[src/rtl/cic_filter.sv]
// cic_filter: 3-stage Hogenauer CIC decimator, differential delay 1,
// runtime ratio R = 2^(os_sel+2), output normalized to unity DC gain.
// Optional build macro CIC_ROUND_EN: round-half-up normalization instead of
// truncation toward minus infinity.
module cic_filter #(
  parameter int DW = 16
) (
  input  logic                 clk,
  input  logic                 reset_n,   // active-high synchronous reset
  input  logic [2:0]           os_sel,
  input  logic signed [DW-1:0] data_in,
  output logic signed [DW-1:0] data_out,
  output logic                 clk_div
);

  localparam int unsigned W  = DW + 27;  // 3 * log2(512) growth bits
  localparam int unsigned CW = 9;        // counter covers R-1 up to 511
  localparam int unsigned SW = 6;        // shift amount / bit index width

  logic [W-1:0]  i1, i2, i3;
  logic [W-1:0]  d1, d2, d3;
  logic [W-1:0]  din_ext_c;
  logic [W-1:0]  c1_c, c2_c, c3_c, rnd_c;
  logic [2:0]    os_act;
  logic [CW-1:0] cnt;
  logic [CW-1:0] cnt_last_c;
  logic [SW-1:0] shift_c;
  logic          strobe_c;

  // Ratio-dependent terms, comb chain and normalization
  always_comb begin
    din_ext_c  = {{(W-DW){data_in[DW-1]}}, data_in};
    cnt_last_c = CW'((32'd1 << (32'(os_act) + 32'd2)) - 32'd1);
    shift_c    = SW'(32'd3 * (32'(os_act) + 32'd2));
    strobe_c   = (cnt == cnt_last_c);
    c1_c       = i3 - d1;
    c2_c       = c1_c - d2;
    c3_c       = c2_c - d3;
`ifdef CIC_ROUND_EN
    rnd_c      = c3_c + (W'(1) << (shift_c - SW'(1)));
`else
    rnd_c      = c3_c;
`endif
  end

  // Integrator pipeline, free-running modulo 2^W
  always_ff @(posedge clk) begin
    if (reset_n) begin
      i1 <= '0;
      i2 <= '0;
      i3 <= '0;
    end else begin
      i1 <= i1 + din_ext_c;
      i2 <= i2 + i1;
      i3 <= i3 + i2;
    end
  end

  // Decimation counter and ratio latch; a new ratio applies from the next period
  always_ff @(posedge clk) begin
    if (reset_n) begin
      cnt    <= '0;
      os_act <= os_sel;
    end else if (strobe_c) begin
      cnt    <= '0;
      os_act <= os_sel;
    end else begin
      cnt    <= cnt + CW'(1);
    end
  end

  // Comb delays and output register; the DW-bit window at the shift offset is
  // the low DW bits of the arithmetic right shift
  always_ff @(posedge clk) begin
    if (reset_n) begin
      d1       <= '0;
      d2       <= '0;
      d3       <= '0;
      data_out <= '0;
      clk_div  <= 1'b0;
    end else begin
      clk_div <= strobe_c;
      if (strobe_c) begin
        d1       <= i3;
        d2       <= c1_c;
        d3       <= c2_c;
        data_out <= rnd_c[shift_c +: DW];
      end
    end
  end

endmodule

[config.mk]
export PLATFORM = sky130hd
export DESIGN_NAME = cic_filter
export DESIGN_NICKNAME = d
export VERILOG_FILES = /design/src/rtl/cic_filter.sv
export SDC_FILE = /design/constraint.sdc
export NUM_CORES = 1
export LEC_CHECK = 0
export BUFFER_PORTS_ARGS = -buffer_cell sky130_fd_sc_hd__buf_4
export CAP_MARGIN = 20
export CORE_MARGIN = 2
export CORE_UTILIZATION = 55
export DETAILED_ROUTE_END_ITERATION = 6
export GPL_ROUTABILITY_DRIVEN = 0
export MAX_ROUTING_LAYER = met4
export PLACE_DENSITY = 0.73
export SLEW_MARGIN = 20
export SYNTH_ARGS = -nofsm -noshare
export SYNTH_HDL_FRONTEND = slang
export SYNTH_SLANG_ARGS = --single-unit
[constraint.sdc]
create_clock -name clk -period 10.2 [get_ports clk]
set_clock_uncertainty 0.15 [all_clocks]
set_input_delay 1.53 -clock clk [delete_from_list [all_inputs] [get_ports clk]]
set_output_delay 1.53 -clock clk [all_outputs]
set_load 0.01 [all_outputs]
---- Word-level counts from Yosys, hierarchy flattened ----
Index checks and enable logic that the tools add are counted.
storage, ports and cells
  bits in registers ....................... 287
  output and inout port bits .............. 17
  logic and storage cells ................. 27
  input bits .............................. 21
operators by class
  mux-type cells .......................... 2
  reductions and logical operators ........ 2
  shift operators ......................... 2
  $add $sub $neg .......................... 9
  multipliers ............................. 1
  equal/unequal tests ..................... 1
operators by type and width
  operator                                           number
  adder 43 bit                                       3
  subtractor 43 bit                                  3
  variable part select 43 x 7 -> 16 bit              1
  adder 9 x 1 -> 9 bit (second input constant)       1
  equality test 9 bit                                1
  << shifter 1 x 4 -> 9 bit (first input constant)   1
  subtractor 9 x 1 -> 9 bit (second input constant)  1
  multiplier 2 x 4 -> 6 bit (first input constant)   1
  two-way mux 3 bit                                  2
  adder 3 x 2 -> 4 bit (second input constant)       1
  nonzero test 2 bit                                 1
  OR reduction 2 bit                                 1

---- Logic depth before layout (Yosys ltp) ----
Gate-level depths: netlist (run 1).
  depth after elaboration ................. 6
  gate-level depth with buffers ........... 37
  gate-level depth less buffers ........... 37

---- Worst setup path after synthesis (run 1) ----
No wires, ideal clock.
  path kind ............................... register to register
  start point ............................. register i3[0]
  end point ............................... register data_out[2]
  arrival time ............................ 7.037 ns
  period minus slack after synthesis ...... 7.271 ns
  required time ........................... 9.967 ns
  buffers on the path ..................... 0
  setup time .............................. 0.083 ns
  stages on the path, launching flop included .. 36
  slack ................................... 2.929 ns
  cell sequence ........................... dfxtp_1 -> inv_1 -> ha_1 -> inv_1 -> fa_1 -> a21o_1 -> a221oi_1 -> a21oi_1 -> and2_1 -> a41oi_1 -> nand2b_1 -> nand2b_1 -> a21oi_1 -> xnor2_1 -> ha_1 -> a21o_1 -> a21o_1 -> a21oi_1 -> nor3b_1 -> a211oi_1 -> nand2_1 -> a221oi_1 -> nor2b_1 -> xnor2_1 -> ha_1 -> nor2b_1 -> o21ai_0 -> nand2b_1 -> a2111o_1 -> o21ai_0 -> mux2_2 -> a311oi_1 -> mux2i_1 -> a21oi_1 -> a21oi_1 -> o221ai_1
between the ends
  longest elaborated chain between the ends .. 4
ends and longest elaborated chain
  element                                RTL line  text
  from (decl)                            20        logic [W-1:0] i1, i2, i3;
  from (signal assigned)                 55        i3 <= i3 + i2;
  subtractor 43 bit                      36        c1_c = i3 - d1;
  net c1_c[14]                           23        logic [W-1:0] c1_c, c2_c, c3_c, rnd_c;
  subtractor 43 bit                      37        c2_c = c1_c - d2;
  net c2_c[35]                           23
  subtractor 43 bit                      38        c3_c = c2_c - d3;
  variable part select 43 x 7 -> 16 bit  87        data_out <= rnd_c[shift_c +: DW];
  to (signal assigned)                   87
  to (decl)                              12        output logic signed [DW-1:0] data_out,
The timed path passes the listed nets, and every way through them passes these cells.
A chain may end at the register's enable or synchronous reset.

---- Worst setup path in the final report (run 1) ----
  start point ............................. register i3[0]
  end point ............................... register data_out[10]
The elaborated chain is that of the path after synthesis.

==> metrics.md, run 1 <==
| Metric | Value |
|---|---|
| Clock sinks | 287 |
| Critical Path RT | 10.50 ns |
| Largest net degree at the start of global routing | 107 |
| Synth Area per Inst | 7.62 um2 |
| WL/cell | 15.6 um |
| Total negative slack | 0 ns |
| First DRT Iteration DRCs | 1773 |
| GRT Total Usage | 25.8% |
| Fin. Hold Viols | 0 |
| CP peak stage delay | 0.49 ns |
| Die Wd | 215 um |
| CTS tree | built |
| Initial Utilization | 55.5% |
| Hold WC Path Type | reg2reg |
| Reg-to-reg slack, setup | 1.60 ns |
| Reg-to-Reg Start | i3[0] |
| CP max stage cell | a221oi_1 |
| Port bufs | 37 |
| Total core area | 44100 um2 |
| Max Clk Rate | 0.116 GHz |
| Nets@finish | 3469 |
| First-pass GRT wire length | 100000 um |
| Hold_sp | d2[38] |
| Fillers | 4008 |
| HPWL after DPL | 43900 um |
| Io pins | 38 |
| Reg2Reg Depth | 36 |
| Critical path's most frequent cell | a21oi_1 |
| RSZ-0062 raised after global routing | no |
| Share of cells above drive strength 1 | 6.14% |
| Post-synth top flop | dfxtp_1 |
| Post-route DRC | 1 |
| Top post-synthesis cells by count | nand2_1, a21oi_1, dfxtp_1, nor2_1, ha_1 |
| Initial antenna violation count | 0 |
| WHS Path Cells | 2 |
| Slew Viols, Final | 0 |
| Ant. Diodes | 0 |
| TritonRoute pass-1 iters | 7 |
| Kind of critical path | reg2reg |
| Hold_buf cts | 0 |
| Vias after detailed routing | 22700 |
| Final Critical Period | 8.60 ns |
| Number of synthesized flops with an enable pin | 3 |
| Number of global-route vias before repair | 21900 |
| Die height | 215 um |
| Worst skew pair latency | 0.57 ns |
| Drt total wl | 59300 um |
| Post-synthesis sequential area ratio | 23.6% |
| Crit. End Element | flip-flop |
| Grt ovf | 0 |
| Die area | 46200 um2 |
| Routed Antenna Nets | 0 |
| Status | complete, but fails checks |
| Synthesized area | 24500 um2 |
| Yosys warns | 0 |
| WP buf/inv | 2 |
| Top delay family on crit path | compound AO/OA/AOI/OAI gates |
| Async S/R FF share, synth | 0% |
| Root Driver | clkbuf_16 |
| DR vias/cell | 5.97 |
| Area share of the leading cell type in the synthesized netlist | 23.2% |
| Reg2reg end | data_out[10] |
| CP startpoint kind | flip-flop |
| Syn Nets | 3502 |
| Arr. time, crit path | 8.90 ns |
| Hold_ws | 0.302 ns |
| Failing checks | DRC |
| Flops & latches, synth | 287 |
| Row cnt | 77 |
| Worst-Margin Slew | 1.06 ns |
| Hold Path End | d2[38] |
| Clock transition at the registers of the reported paths | 0.06 ns |
| Synth top area cells | dfxtp_1, ha_1, a21oi_1, nand2_1, xnor2_1 |
| Post-CTS Setup Bufs | 0 |
| Fin crit share | 84.3% |
| DP Area | 25100 um2 |
| Final Setup Violations | 0 |
| CTS resizes | 0 |
| Most numerous cell in the Yosys netlist | nand2_1 |
| Number of CTS-inserted buffers | 36 |
| Final instance area | 26500 um2 |
| Layout overhead on the synthesized area | 8.33% |
| Max clock buf depth | 3 |
| Cell count after synthesis | 3214 |
| Cell variety after synth | 106 |
| Post-synth top area cell | dfxtp_1 |
| Max FO, Critical Path | 6 |
| Total of max-cap violations | 0 |
| H-tree Lvls | 2 |
| Slew HR | 29.5% |
-- cells by family after synthesis --
family / Yosys count / synth area share (%)
muxes: 46 / 2.43
xor gates and xnor gates: 221 / 8.02
and+or+nand+nor: 1045 / 19.4
adders and majority gates: 267 / 13.8
buffers and inverters: 325 / 5.17
DFF: 287 / 23.6
AOI/OAI and AO/OA: 1023 / 27.5
-- worst max-delay path by stage --
stage	from	endpoint	slack, ns	cells after the start
2_1_floorplan	i3[0]	data_out[2]	2.93	35
3_3_place_gp	i3[0]	data_out[2]	2.06	35
3_5_place_dp	d1[1]	data_out[2]	1.85	33
4_1_cts	i3[1]	data_out[2]	1.83	32
5_1_grt	i3[0]	data_out[10]	1.00	36
6_report	i3[0]	data_out[10]	1.60	36
-- per-stage QoR --
stage | std cells | util [%] | setup slack (ns)
global placement | 3734 | 57.0 | 2.06
detailed placement | 3734 | 57.0 | 1.85
CTS | 3798 | 60.1 | 1.83
global route | 3799 | 60.1 | 1.00
finish | 3799 | 60.1 | 1.60
floorplan | 3214 | - | 2.93
-- flip-flops by register name, indices dropped and copies added (netlist names) --
register	flops
d2	43
d1	43
d3	43
i3	43
cnt	9
clk_div	1
data_out	16
i1	43
i2	43
os_act	3
-- cell usage in the layout, fill, tap and decap left out, drive strengths merged, types with 33 or more instances in the layout --
cell / count
o21a: 36
xnor2: 140
nand2: 420
nor3: 68
dfxtp: 284
clkbuf: 48
nand3: 62
and3: 33
a211oi: 47
ha: 261
a21o: 144
o211ai: 36
nor2: 277
o21bai: 39
a31oi: 35
inv: 200
nor2b: 34
buf: 52
o21ai: 139
a21oi: 358
xor2: 80
-- cell type report --
cell class / instances / area (um2) / area share (%)
multi-input combinational: 2602 / 17500 / 65.9
sequential: 287 / 5780 / 21.8
clock buffer: 47 / 1010 / 3.82
inverter: 201 / 754 / 2.84
tap: 592 / 741 / 2.79
timing repair buffer: 53 / 424 / 1.60
clock inverter: 17 / 349 / 1.32
-- worst register-to-register path, delay by kind of cell, from the launching register on --
family / cells / cell delay [ns]
buffers and inverters: 2 / 0.11
flip-flops: 1 / 0.33
adder cells (fa/ha/maj): 4 / 1.23
XOR/XNOR: 3 / 0.76
AO/OA/AOI/OAI: 21 / 5.08
AND/OR/NAND/NOR: 6 / 0.82
-- per-layer routing --
layer	global-route usage (%)	share of wire [%]	wire, um
met5	-	0	0
met4	10.7	4.0	2370
met3	3.26	4.0	2370
met2	43.9	47	27900
met1	31.0	45	26600
Power of run 1 is left out: the tool's default activity adds up to more than one toggle a clock period on the data nets, which glitch-free logic cannot reach.
==> run 2: changes to the inputs <==
PLACE_DENSITY = 0.76   (was 0.73)
clock period = 6.9 ns   (was 10.2 ns; I/O delays follow)
==> run 2 against run 1 <==
Compared with the run above: the run ends with setup timing left; largest cell class unchanged; routed wire length rose by 15%; highest routed layer unchanged; via count rose by 9.6%; critical endpoint is now data_out[15]; cell count rose by 9.5%; worst hold slack barely moved; core utilization rose by 8.9 points; first-iteration DRC count rose by 3.0%.
==> metrics.md, run 2 (synthesized netlist as in run 1, its figures left out) <==
| Metric | Value |
|---|---|
| Number of global-route vias before repair | 24100 |
| Ant. Diodes | 0 |
| GRT Total Usage | 28.6% |
| Kind of critical path | reg2reg |
| Worst skew pair latency | 0.56 ns |
| First-pass GRT wire length | 111000 um |
| Clock transition at the registers of the reported paths | 0.06 ns |
| Failing checks | setup timing |
| Arr. time, crit path | 7.54 ns |
| Row cnt | 77 |
| Initial Utilization | 55.5% |
| Max FO, Critical Path | 5 |
| Final Critical Period | 7.26 ns |
| Critical Path RT | 7.18 ns |
| Share of cells above drive strength 1 | 21.2% |
| TritonRoute pass-1 iters | 7 |
| Fin util | 69.0% |
| Status | complete, but fails checks |
| WL/cell | 16.4 um |
| Port bufs | 37 |
| Root Driver | clkbuf_16 |
| Hold WC Path Type | reg2reg |
| First DRT Iteration DRCs | 1826 |
| Largest net degree at the start of global routing | 101 |
| Fin. Hold Viols | 0 |
| Worst slack, placed | -0.625 ns |
| Worst-Margin Slew | 0.987 ns |
| RSZ-0062 raised after global routing | yes |
| Number of CTS-inserted buffers | 36 |
| Nets@finish | 3832 |
| Routed Antenna Nets | 0 |
| Clock sinks | 287 |
| Final Setup Violations | 16 |
| Vias after detailed routing | 24900 |
| Total of max-cap violations | 0 |
| Commonest cells after routing, fill and taps aside | nand2_1, buf_4, a21oi_1 |
| Crit. End Element | flip-flop |
| Slew HR | 34.2% |
| Post-route DRC | 0 |
| Initial antenna violation count | 0 |
| Slew Viols, Final | 0 |
| HPWL after DPL | 47000 um |
| Grt ovf | 0 |
| DR vias/cell | 5.98 |
| Total core area | 44100 um2 |
| CP startpoint kind | flip-flop |
| CP max stage cell | a222oi_1 |
| Commonest non-fill, non-tap cell in the layout | nand2_1 |
| Layout overhead on the synthesized area | 24.3% |
| Drt total wl | 68300 um |
| Max clock buf depth | 3 |
| Fin crit share | 105% |
| Die height | 215 um |
| CTS tree | built |
| Io pins | 38 |
| Fin worst setup slack | -0.360 ns |
| H-tree Lvls | 2 |
| Die area | 46200 um2 |
| Max Clk Rate | 0.138 GHz |
| CP peak stage delay | 0.51 ns |
| Die Wd | 215 um |
-- run 2: layer usage --
metal | GRT usage [%] | routed length [um] | vias up
met4 | 10.7 | 2430 | 0
li1 | - | - | 12200
met5 | - | 0 | -
met3 | 3.06 | 3000 | 217
met1 | 32.9 | 28700 | 11700
met2 | 51.3 | 34100 | 761
-- run 2: stage by stage --
stage | hold slack, ns | cells | setup TNS, ns | instance area (um2)
after floorplan | 0.286 | 3214 | 0 | 24600
after global placement | 0.290 | 4035 | -5.57 | 27500
after detailed placement | 0.296 | 4035 | -8.94 | 27500
after CTS | 0.303 | 4146 | -0.708 | 29700
after global routing | 0.321 | 4160 | -10.31 | 30400
final | 0.302 | 4160 | -4.21 | 30400
-- run 2: critical path, delay by kind of cell (launching register included) --
family | cells | cell delay, ns
compound gates | 19 | 3.75
fa+ha+maj | 4 | 1.12
buf+inv | 7 | 0.85
simple gates | 5 | 0.71
flops | 1 | 0.32
xor+xnor | 1 | 0.22
-- run 2: worst paths after layout --
check	startpoint	to	slack (ns)	cells past startpoint
worst max-delay path	i3[0]	data_out[15]	-0.36	36
worst min-delay path	d2[19]	d2[19]	0.30	2
worst max register to register	i3[0]	data_out[15]	-0.36	36
worst min register to register	d2[19]	d2[19]	0.30	2
-- run 2: final cells by class --
class / instances / area (um2)
Clock buffer: 47 / 993
Clock inverter: 15 / 139
Fill cell: 3348 / 13700
Inverter: 201 / 754
Multi-Input combinational cell: 2602 / 18900
Sequential cell: 287 / 5780
Tap cell: 592 / 741
Timing Repair Buffer: 416 / 3170
-- run 2: what timing repair did --
| action | CTS | global route |
|---|---|---|
| pin swaps | 183 | 92 |
| hold buffers | 0 | 0 |
| setup endpoints to repair | 16 | 16 |
| gates resized for setup | 170 | 100 |
| setup buffers | 50 | 15 |
Power of run 2 is left out for the same reason.
